--- src/rtl/controller_reader.sv ---
// Polls two SNES-style serial gamepads over a shared latch/clock pair and publishes
// active-high 10-bit button vectors once per poll. Optional: CONTROLLER_DEBOUNCE_EN.
module controller_reader #(
    parameter int CLK_HALF    = 648,
    parameter int POLL_PERIOD = 1800500
) (
    input  logic       clock,
    input  logic       reset,
    input  logic       pad_data1,
    input  logic       pad_data2,
    output logic       pad_latch,
    output logic       pad_clk,
    output logic [9:0] controller1,
    output logic [9:0] controller2,
    output logic       update
);

    localparam int TW = (POLL_PERIOD > 1) ? $clog2(POLL_PERIOD) : 1;
    localparam int CW = $clog2(2 * CLK_HALF);

    localparam logic [TW-1:0] T_LAST    = TW'(POLL_PERIOD - 1);
    localparam logic [CW-1:0] C_LAST    = CW'(2 * CLK_HALF - 1);
    localparam logic [CW-1:0] C_HALF    = CW'(CLK_HALF);
    localparam logic [CW-1:0] C_SAMPLE  = CW'(CLK_HALF - 1);
    localparam logic [3:0]    BIT_LAST  = 4'd15;
    localparam logic [3:0]    BIT_KEEP  = 4'd10;

    typedef enum logic [1:0] {
        S_IDLE,
        S_LATCH,
        S_SHIFT,
        S_DONE
    } state_t;

    state_t        r_state;
    state_t        w_state_next;
    logic [TW-1:0] r_timer;
    logic [CW-1:0] r_cnt;
    logic [CW-1:0] w_cnt_next;
    logic [3:0]    r_bit;
    logic [3:0]    w_bit_next;
    logic [1:0]    r_sync1;
    logic [1:0]    r_sync2;
    logic [9:0]    r_raw1;
    logic [9:0]    r_raw2;
    logic [9:0]    r_ctrl1;
    logic [9:0]    r_ctrl2;
    logic          r_update;
    logic          w_start;
    logic          w_latch;
    logic          w_pclk;
    logic          w_sample;
    logic          w_done;
`ifdef CONTROLLER_DEBOUNCE_EN
    logic [9:0]    r_prev1;
    logic [9:0]    r_prev2;
`endif

    // Pad data lines are asynchronous to the system clock.
    always_ff @(posedge clock) begin
        r_sync1 <= {r_sync1[0], pad_data1};
        r_sync2 <= {r_sync2[0], pad_data2};
    end

    always_ff @(posedge clock) begin
        if (!reset) begin
            r_timer <= '0;
        end else if (r_timer == T_LAST) begin
            r_timer <= '0;
        end else begin
            r_timer <= r_timer + 1'b1;
        end
    end

    always_ff @(posedge clock) begin
        if (!reset) begin
            r_state <= S_IDLE;
            r_cnt   <= '0;
            r_bit   <= '0;
        end else begin
            r_state <= w_state_next;
            r_cnt   <= w_cnt_next;
            r_bit   <= w_bit_next;
        end
    end

    always_comb begin
        w_state_next = r_state;
        w_cnt_next   = r_cnt;
        w_bit_next   = r_bit;
        w_start      = (r_state == S_IDLE) && (r_timer == '0);
        w_latch      = 1'b0;
        w_pclk       = 1'b1;
        w_sample     = 1'b0;
        w_done       = 1'b0;
        case (r_state)
            S_IDLE: begin
                w_cnt_next = '0;
                w_bit_next = '0;
                if (w_start) begin
                    w_state_next = S_LATCH;
                end
            end
            S_LATCH: begin
                w_latch = 1'b1;
                if (r_cnt == C_LAST) begin
                    w_state_next = S_SHIFT;
                    w_cnt_next   = '0;
                    w_bit_next   = '0;
                end else begin
                    w_cnt_next = r_cnt + 1'b1;
                end
            end
            S_SHIFT: begin
                // Low phase first, then high phase; data is valid by the end of the low phase.
                w_pclk   = (r_cnt >= C_HALF);
                w_sample = (r_cnt == C_SAMPLE);
                if (r_cnt == C_LAST) begin
                    w_cnt_next = '0;
                    if (r_bit == BIT_LAST) begin
                        w_state_next = S_DONE;
                    end else begin
                        w_bit_next = r_bit + 1'b1;
                    end
                end else begin
                    w_cnt_next = r_cnt + 1'b1;
                end
            end
            S_DONE: begin
                w_done       = 1'b1;
                w_state_next = S_IDLE;
            end
            default: begin
                w_state_next = S_IDLE;
            end
        endcase
    end

    // Indices 10..15 (L, R, padding) are shifted out but never stored.
    always_ff @(posedge clock) begin
        if (!reset) begin
            r_raw1 <= '0;
            r_raw2 <= '0;
        end else if (w_sample && (r_bit < BIT_KEEP)) begin
            r_raw1[r_bit] <= ~r_sync1[1];
            r_raw2[r_bit] <= ~r_sync2[1];
        end
    end

    always_ff @(posedge clock) begin
        if (!reset) begin
            r_ctrl1  <= '0;
            r_ctrl2  <= '0;
            r_update <= 1'b0;
`ifdef CONTROLLER_DEBOUNCE_EN
            r_prev1  <= '0;
            r_prev2  <= '0;
`endif
        end else begin
            r_update <= w_done;
            if (w_done) begin
`ifdef CONTROLLER_DEBOUNCE_EN
                // Accept a vector only once two consecutive polls agree.
                if (r_raw1 == r_prev1) begin
                    r_ctrl1 <= r_raw1;
                end
                if (r_raw2 == r_prev2) begin
                    r_ctrl2 <= r_raw2;
                end
                r_prev1 <= r_raw1;
                r_prev2 <= r_raw2;
`else
                r_ctrl1 <= r_raw1;
                r_ctrl2 <= r_raw2;
`endif
            end
        end
    end

    assign pad_latch   = w_latch;
    assign pad_clk     = w_pclk;
    assign controller1 = r_ctrl1;
    assign controller2 = r_ctrl2;
    assign update      = r_update;

endmodule

--- config.mk ---
export PLATFORM = sky130hd
export DESIGN_NAME = controller_reader
export DESIGN_NICKNAME = d
export VERILOG_FILES = /design/src/rtl/controller_reader.sv
export SDC_FILE = /design/constraint.sdc
export NUM_CORES = 1
export LEC_CHECK = 0
export CORE_MARGIN = 5
export CORE_UTILIZATION = 35
export DETAILED_ROUTE_END_ITERATION = 16
export DONT_BUFFER_PORTS = 1
export HOLD_SLACK_MARGIN = 0.12
export MAX_ROUTING_LAYER = met4
export PLACE_DENSITY = 0.48
export SYNTH_ARGS = -nofsm -noshare
export SYNTH_HDL_FRONTEND = slang
export SYNTH_SLANG_ARGS = --single-unit
--- constraint.sdc ---
create_clock -name clock -period 6.1 [get_ports clock]
set_input_delay 1.22 -clock clock [delete_from_list [all_inputs] [get_ports clock]]
set_output_delay 1.22 -clock clock [all_outputs]
set_load 0.05 [all_outputs]
# Word-level counts from Yosys, hierarchy flattened
# Index checks and enable logic that the tools add are counted.
[totals]
input_bits = 4
regBits = 83
out_inout_bits = 23
[classes]
eq_ne = 12
magnitude_cmp = 4
n_addsub = 3
bitwise_logic = 3
reduce_logical = 11
muxes = 19
[op_table]
columns = ["op", "n"]
rows = [
  ["one-hot mux 11 bit (2 select lines)", 1],
  ["adder 21 x 1 -> 21 bit, second input constant", 1],
  ["== test 21 bit, second input constant", 1],
  ["zero test 21 bit", 1],
  ["bitwise mux 10 bit", 2],
  ["two-way mux 4 bit", 3],
  ["one-hot mux 4 bit (3 select lines)", 1],
  ["adder 11 x 1 -> 11 bit, second input constant", 1],
  ["== test 11 x 10 -> 1 bit, second input constant", 1],
  ["== test 11 bit, second input constant", 1],
  [">= comparator 11 x 10 -> 1 bit, second input constant", 1],
  ["two-way mux 11 bit", 1],
  ["inequality test 2 bit, second input constant", 5],
  ["two-way mux 2 bit", 4],
  ["one-hot mux 2 bit (4 select lines)", 1],
  ["AND reduction 4 bit", 2],
  ["< comparator 4 x 5 -> 1 bit, second input constant", 1],
  ["two-way mux 1 bit", 5],
  ["adder 4 x 1 -> 4 bit, second input constant", 1],
  ["demux 1 bit (select 4 bit)", 1],
  ["== test 2 bit, second input constant", 2],
  ["== test 4 bit, second input constant", 1],
  [">= comparator 4 x 1 -> 1 bit, second input constant", 1],
  ["< comparator 4 bit, second input constant", 1],
  ["7 further kinds", 12],
]

# Longest topological paths before layout
# Gate-level depths: netlist of run 1.
[depth]
ltp_word = 5
depth_mapped = 8
ltp_nobuf = 7

# Worst setup path after synthesis of run 1
# OpenSTA, ideal clock, no wires.
[synth_timing]
kind = "reg2out"
from = "register r_cnt[5]"
to = "output pad_clk"
slack_ns = 3.188
t_arrival_ns = 1.692
path_stages_with_launch = 4
n_path_buf = 0
cell_sequence = "dfxtp_1 > or4_4 > a21oi_1 > o21ai_0"
[synth_via]
elab_chain_len = 2
[synth_lines]
columns = ["element", "line_no", "rtl"]
rows = [
  ["start: declaration", "38", "logic [CW-1:0] r_cnt;"],
  ["start signal: assignment", "82", "r_cnt <= w_cnt_next;"],
  [">= comparator 11 x 10 -> 1 bit", "116", "w_pclk = (r_cnt >= C_HALF);"],
  ["two-way mux 1 bit", "96", "case (r_state)"],
  ["end: declaration", "12", "output logic pad_clk,"],
]
# Every way passes these cells.

# Worst setup path in the final report of run 1
[layout_timing]
from = "register r_state[0]"
to = "output pad_clk"
[layout_via]
elab_chain_len = 2
[layout_lines]
columns = ["element", "line_no", "rtl"]
rows = [
  ["start: declaration", "35", "state_t r_state;"],
  ["start signal: assignment", "81", "r_state <= w_state_next;"],
  ["== test 2 bit", "96", ""],
  ["two-way mux 1 bit", "96", ""],
]
# Every way passes these cells.

==> results of run 1 <==
-- cell usage in the layout (no fill, tap or decap), types with 3 or more instances in the layout --
cell type,count
xor2_1,19
nand2b_1,3
clkbuf_8,9
dfxtp_1,83
nand2_1,40
ha_1,14
xnor2_1,10
mux2i_1,34
nand3_1,12
a21oi_1,13
inv_1,12
nor4_1,4
a311oi_1,8
nor3_1,5
nand4_1,9
and3_1,8
nor2_1,59
-- registers in the layout (all words and copies together), names as in the netlist --
| signal | cells |
|---|---|
| controller1 | 10 |
| controller2 | 10 |
| r_bit | 4 |
| r_cnt | 11 |
| r_raw1 | 10 |
| r_raw2 | 10 |
| r_state | 2 |
| r_sync1 | 2 |
| r_sync2 | 2 |
| r_timer | 21 |
| update | 1 |
-- path summary, 6_finish.rpt --
path / cells after the start / from / end
setup / recovery: 4 / r_state[0] / pad_clk
hold reg to reg: 0 / r_sync2[0] / r_sync2[1]
setup reg to reg: 5 / r_timer[3] / r_timer[16]
hold / removal: 0 / r_sync2[0] / r_sync2[1]
-- critical path: cells and delay by family, from the launching register on --
family / cells / cell delay (ns)
buffers and inverters: 1 / 0.09
DFF: 1 / 0.41
and+or+nand+nor: 1 / 0.17
AOI/OAI and AO/OA: 1 / 0.52
adders and majority gates: 1 / 0.32
-- kinds of logic (layout without fill, tap and decap cells) --
logic type	Yosys count	after routing	share of synthesized area
adders and majority gates	14	14	0.04961
and+or+nand+nor	160	160	0.2222
AOI/OAI and AO/OA	31	31	0.05776
muxes	34	34	0.09639
DFF	83	83	0.4706
xor gates and xnor gates	29	29	0.07193
buffers and inverters	29	29	0.03154
-- final cells by class --
type / instances / area, µm² / area share
repair buffers: 1 / 7.507 / 0.001959
clock buffers: 11 / 131.4 / 0.03428
flip-flops and latches: 83 / 1662 / 0.4336
inverters: 12 / 45.04 / 0.01175
well taps: 133 / 166.4 / 0.04342
multi-input cells: 268 / 1758 / 0.4587
clock inverters: 5 / 62.56 / 0.01632
-- where the power goes --
group          switching (µW)  internal, µW
clock network             201           192
logic                     122          66.9
registers                21.5           557
total                     345           816
-- synth_stat cells, drive strengths merged (3+ instances only) --
library cell / number
nor3: 5
a311oi: 8
nor4: 5
or4: 3
nand2b: 3
buf: 4
ha: 14
mux2i: 34
nand2: 40
inv: 12
nor2: 60
nand3: 12
xnor2: 10
and3: 8
clkbuf: 13
nand4: 9
dfxtp: 83
a21oi: 13
o21ai: 4
xor2: 19
-- layer usage --
metal | GRT usage | routed length (µm) | part of all wire | vias up
met5 | - | 0 | 0 | -
met4 | 0.03695 | 46 | 0.0066 | 0
met3 | 0.03884 | 249 | 0.036 | 4
met2 | 0.1966 | 3227 | 0.46 | 34
met1 | 0.1502 | 3428 | 0.49 | 1132
li1 | - | - | - | 1286
-- stage by stage --
step | utilization | power (µW) | cell area [µm²]
2_1_floorplan | - | 749.4 | 3531
4_1_cts | 0.3903 | 1181 | 3832
6_report | 0.3903 | 1161 | 3832
5_1_grt | 0.3903 | 1231 | 3832
3_5_place_dp | 0.3705 | 784.2 | 3638
3_3_place_gp | 0.3705 | 782.6 | 3638
==> results_dict.tcl, run 1 <==
set metrics [dict create \
    synth_nets 398 \
    ys_async_sr_fraction 0 \
    start_util 0.3596 \
    first_pass_iters 4 \
    cts_max_level 3 \
    insertion_delay_ns 0.34 \
    postCtsSetupBuffers 0 \
    drive_gt1_frac 0.05263 \
    synth_top_area_cell "dfxtp_1" \
    n_fill_cell 1023 \
    start_kind "flop" \
    via_per_inst 4.788 \
    critical_path.cell_chain "inv_1, ha_1, nor2b_1, o21ai_1" \
    cpPeakStageDelay_ns 0.52 \
    port_buffers 0 \
    finalClockSkew_ns 0.008693 \
    clock.fmax_mhz 326.5 \
    peakVddDrop_mv 0.1783 \
    path_max_fanout 9 \
    grt_pass1_vias 2510 \
    drcViolationCount 0 \
    grt_pass1_wl_um 12300 \
    whs_ns 0.3337 \
    ys_seq_area_frac 0.4706 \
    cts_tree "built" \
    critPathArrivalTime_ns 1.84 \
    fin_ws_ns 3.037 \
    synth.distinct_cells 41 \
    rsz0062_at_grt "no" \
    ant_nets 0 \
    cts.sinks 83 \
    grt.total_usage 0.1235 \
    grt_overflow 0 \
    clk_pin_slew_ns 0.08 \
    synth_area_per_cell_um2 9.292 \
    r2r_setup_slack_ns 3.90 \
    min_path_type "flop to flop" \
    vias 2456 \
    dr.first_iter.drc_count 150 \
    pre_cts_slack_ns 3.384 \
    routedWlPerCell_um 13.55 \
    hold_viol_final 0 \
    rows 36 \
    power_density_nw_per_um2 302.9 \
    wirelength_um 6950 \
    cp_slowest_cell "o21ai_1" \
    gp_congestion 0.7794 \
    fin_setup_tns_ns 0 \
    ios 27 \
    drv_slew 0 \
    postCtsResizedCells 0 \
    ctsHoldBuffers 0 \
    crit_path_end_kind "output port" \
    ys_ff_latch 83 \
    syn_area_um2 3531 \
    synth_edf_count 0 \
    synth_top_cell_area_share 0.4706 \
    status "completed" \
    finalCritPeriodShare 0.5021 \
    cap_viol_max_count 0 \
    cts-root-buf "clkbuf_8" \
    cts_buffers 9 \
    cts.path.max_buffers 2 \
    antenna_found_initial 0 \
    syn_to_final_growth_pct 8.540 \
    worst-setup-path-type "flop to output port" \
    relSlewSlack 0.3420 \
    synth_flop_cell "dfxtp_1" \
    diodes 0 \
    finalCriticalPeriod_ns 3.063 \
    worst_slew_pin_slew_ns 0.9804 \
    die_w_um 110.4 \
    netlist_instances 380 \
    dieHeight_um 110.4 \
    die_area_um2 12200 \
    setup_viol_count_final 0 \
    stdcell_count 513 \
    nNetsFinal 393 \
    leakage_uw 0.001414 \
    netlist_top_cells_area "dfxtp_1 (47%), mux2i_1 (9.6%), nor2_1 (6.3%)" \
    dpl.hpwl_um 4841 \
    cp.required_ns 4.88 \
    ys_warn_count 0 \
    placedCellCount 497 \
    grt_max_degree 32 \
    core_area_um2 9819 \
]
Note: power is estimated with default switching activity, not from simulation.
==> inputs of run 2 (changes only) <==
- PLACE_DENSITY: 0.48 -> 0.5
- clock period: 6.1 -> 2.5 ns (I/O delays scaled with it)
==> run 2 against run 1 <==
Critical endpoint unchanged; register-to-register slack worse by 3.4 ns; non-clock buffer count rose by 6; clock power grew to 3.0 times the previous value; global-route usage is 0.14 points lower; clock-buffer cell count decreased by 1; first-iteration DRC count decreased by 36%; worst hold slack lost 0.17 ns; sequential power is 140% higher; clock skew increased by 0.0040 ns.
==> results_dict.tcl, run 2 (same netlist as run 1, synthesis figures left out) <==
set metrics [dict create \
    r2r_setup_slack_ns 0.45 \
    status "completed" \
    ctsHoldBuffers 0 \
    reg.largest.list "r_timer (21), r_cnt (11)" \
    port_buffers 0 \
    antenna_found_initial 0 \
    dr.first_iter.drc_count 96 \
    cts_max_level 3 \
    grt_max_degree 26 \
    gp_congestion 0.7522 \
    largest_reg_flops 21 \
    fin_setup_tns_ns 0 \
    path_max_fanout 4 \
    regMostFlops "r_timer" \
    worst_slew_pin_slew_ns 0.5961 \
    vias 2524 \
    grt.total_usage 0.1221 \
    cap_viol_max_count 0 \
    ant_nets 0 \
    min_path_type "primary input to flop" \
    drcViolationCount 0 \
    leakage_uw 0.001477 \
    grt_overflow 0 \
    cts_buffers 9 \
    hold_viol_final 0 \
    start_kind "flop" \
    setup_viol_count_final 0 \
    power_uw 3081 \
    drive_gt1_frac 0.07254 \
    cts.path.max_buffers 2 \
    wirelength_um 7097 \
    crit_path_end_kind "output port" \
    finalCriticalPeriod_ns 2.222 \
    finalCritPeriodShare 0.8890 \
    critPathArrivalTime_ns 1.72 \
    finalClockSkew_ns 0.01266 \
    insertion_delay_ns 0.35 \
    ios 27 \
    postCtsResizedCells 0 \
    mostFrequentLayoutCells "dfxtp_1 (83), nor2_1 (59), nand2_1 (40), mux2i_1 (34), xor2_1 (19)" \
    peakVddDrop_mv 0.3227 \
    syn_to_final_growth_pct 11.37 \
    drv_slew 0 \
    rows 36 \
    cts-root-buf "clkbuf_8" \
    cts_tree "built" \
    dpl.hpwl_um 4979 \
    grt_pass1_wl_um 11960 \
    first_pass_iters 4 \
    dieHeight_um 110.4 \
    die_w_um 110.4 \
    cp.required_ns 2.00 \
    power_density_nw_per_um2 783.4 \
    postCtsSetupBuffers 0 \
    clk_pin_slew_ns 0.09 \
    nNetsFinal 399 \
    worst-setup-path-type "flop to output port" \
    diodes 0 \
    grt_pass1_vias 2382 \
    via_per_inst 4.863 \
    cts.sinks 83 \
    mostFrequentLayoutCell "dfxtp_1" \
    clock.fmax_mhz 449.9 \
    start_util 0.3596 \
    die_area_um2 12200 \
    rsz0062_at_grt "no" \
    routedWlPerCell_um 13.67 \
    core_area_um2 9819 \
    relSlewSlack 0.5995 \
]
[run 2: cell types whose count changed in the layout (fill, tap and decap cells not counted)]
cell        change
bufinv_16       +2
clkinv_2        +1
clkinvlp_4      -1
buf_4           +6
clkinv_4        -1
clkbuf_8        +1
clkbuf_1        -2
[run 2: worst max-delay path, stage by stage (launching register included)]
cell and delay [ns]:
dfxtp_1 0.35, or4_4 0.58, a21oi_1 0.16, o21ai_1 0.09, buf_4 0.20
[run 2: cell type report]
type / instances / area (µm²)
clock inverter: 6 / 111.4
tap: 133 / 166.4
timing repair buffer: 7 / 52.55
fill: 1024 / 5887
inverter: 12 / 45.04
clock buffer: 10 / 137.6
sequential: 83 / 1662
multi-input combinational: 268 / 1758
[run 2: stage by stage]
stage	setup WS [ns]	cells	instance area (µm²)	hold slack (ns)	util
floorplan	0.3083	380	3531	0.3096	-
global placement	0.4592	503	3684	0.3134	0.3751
detailed placement	0.4519	503	3684	0.3144	0.3751
CTS	0.2522	519	3933	0.1463	0.4005
global route	0.2166	519	3933	0.1390	0.4005
finish	0.2775	519	3933	0.1651	0.4005
[run 2: power by group]
part | total, µW | leakage [µW] | switching (µW) | internal [µW]
Sequential | 1410 | 0.000671 | 53.7 | 1360
Clock | 1190 | 0.000123 | 501 | 693
Combinational | 474 | 0.000684 | 301 | 173
Total | 3080 | 0.00148 | 856 | 2220
[run 2: routing by layer]
layer / global-route usage / vias to the layer above / wire length, µm
met2: 0.1865 / 35 / 3254
met5: - / - / 0
met4: 0.05337 / 0 / 124
met1: 0.1494 / 1180 / 3404
li1: - / 1298 / -
met3: 0.03611 / 11 / 313
[run 2: final timing paths]
kind	start	endpoint	cells after the start
setup reg to reg	r_cnt[3]	r_raw2[9]	5
hold reg to reg	r_sync1[0]	r_sync1[1]	0
hold / removal	pad_data2	r_sync2[0]	0
setup / recovery	r_cnt[3]	pad_clk	4
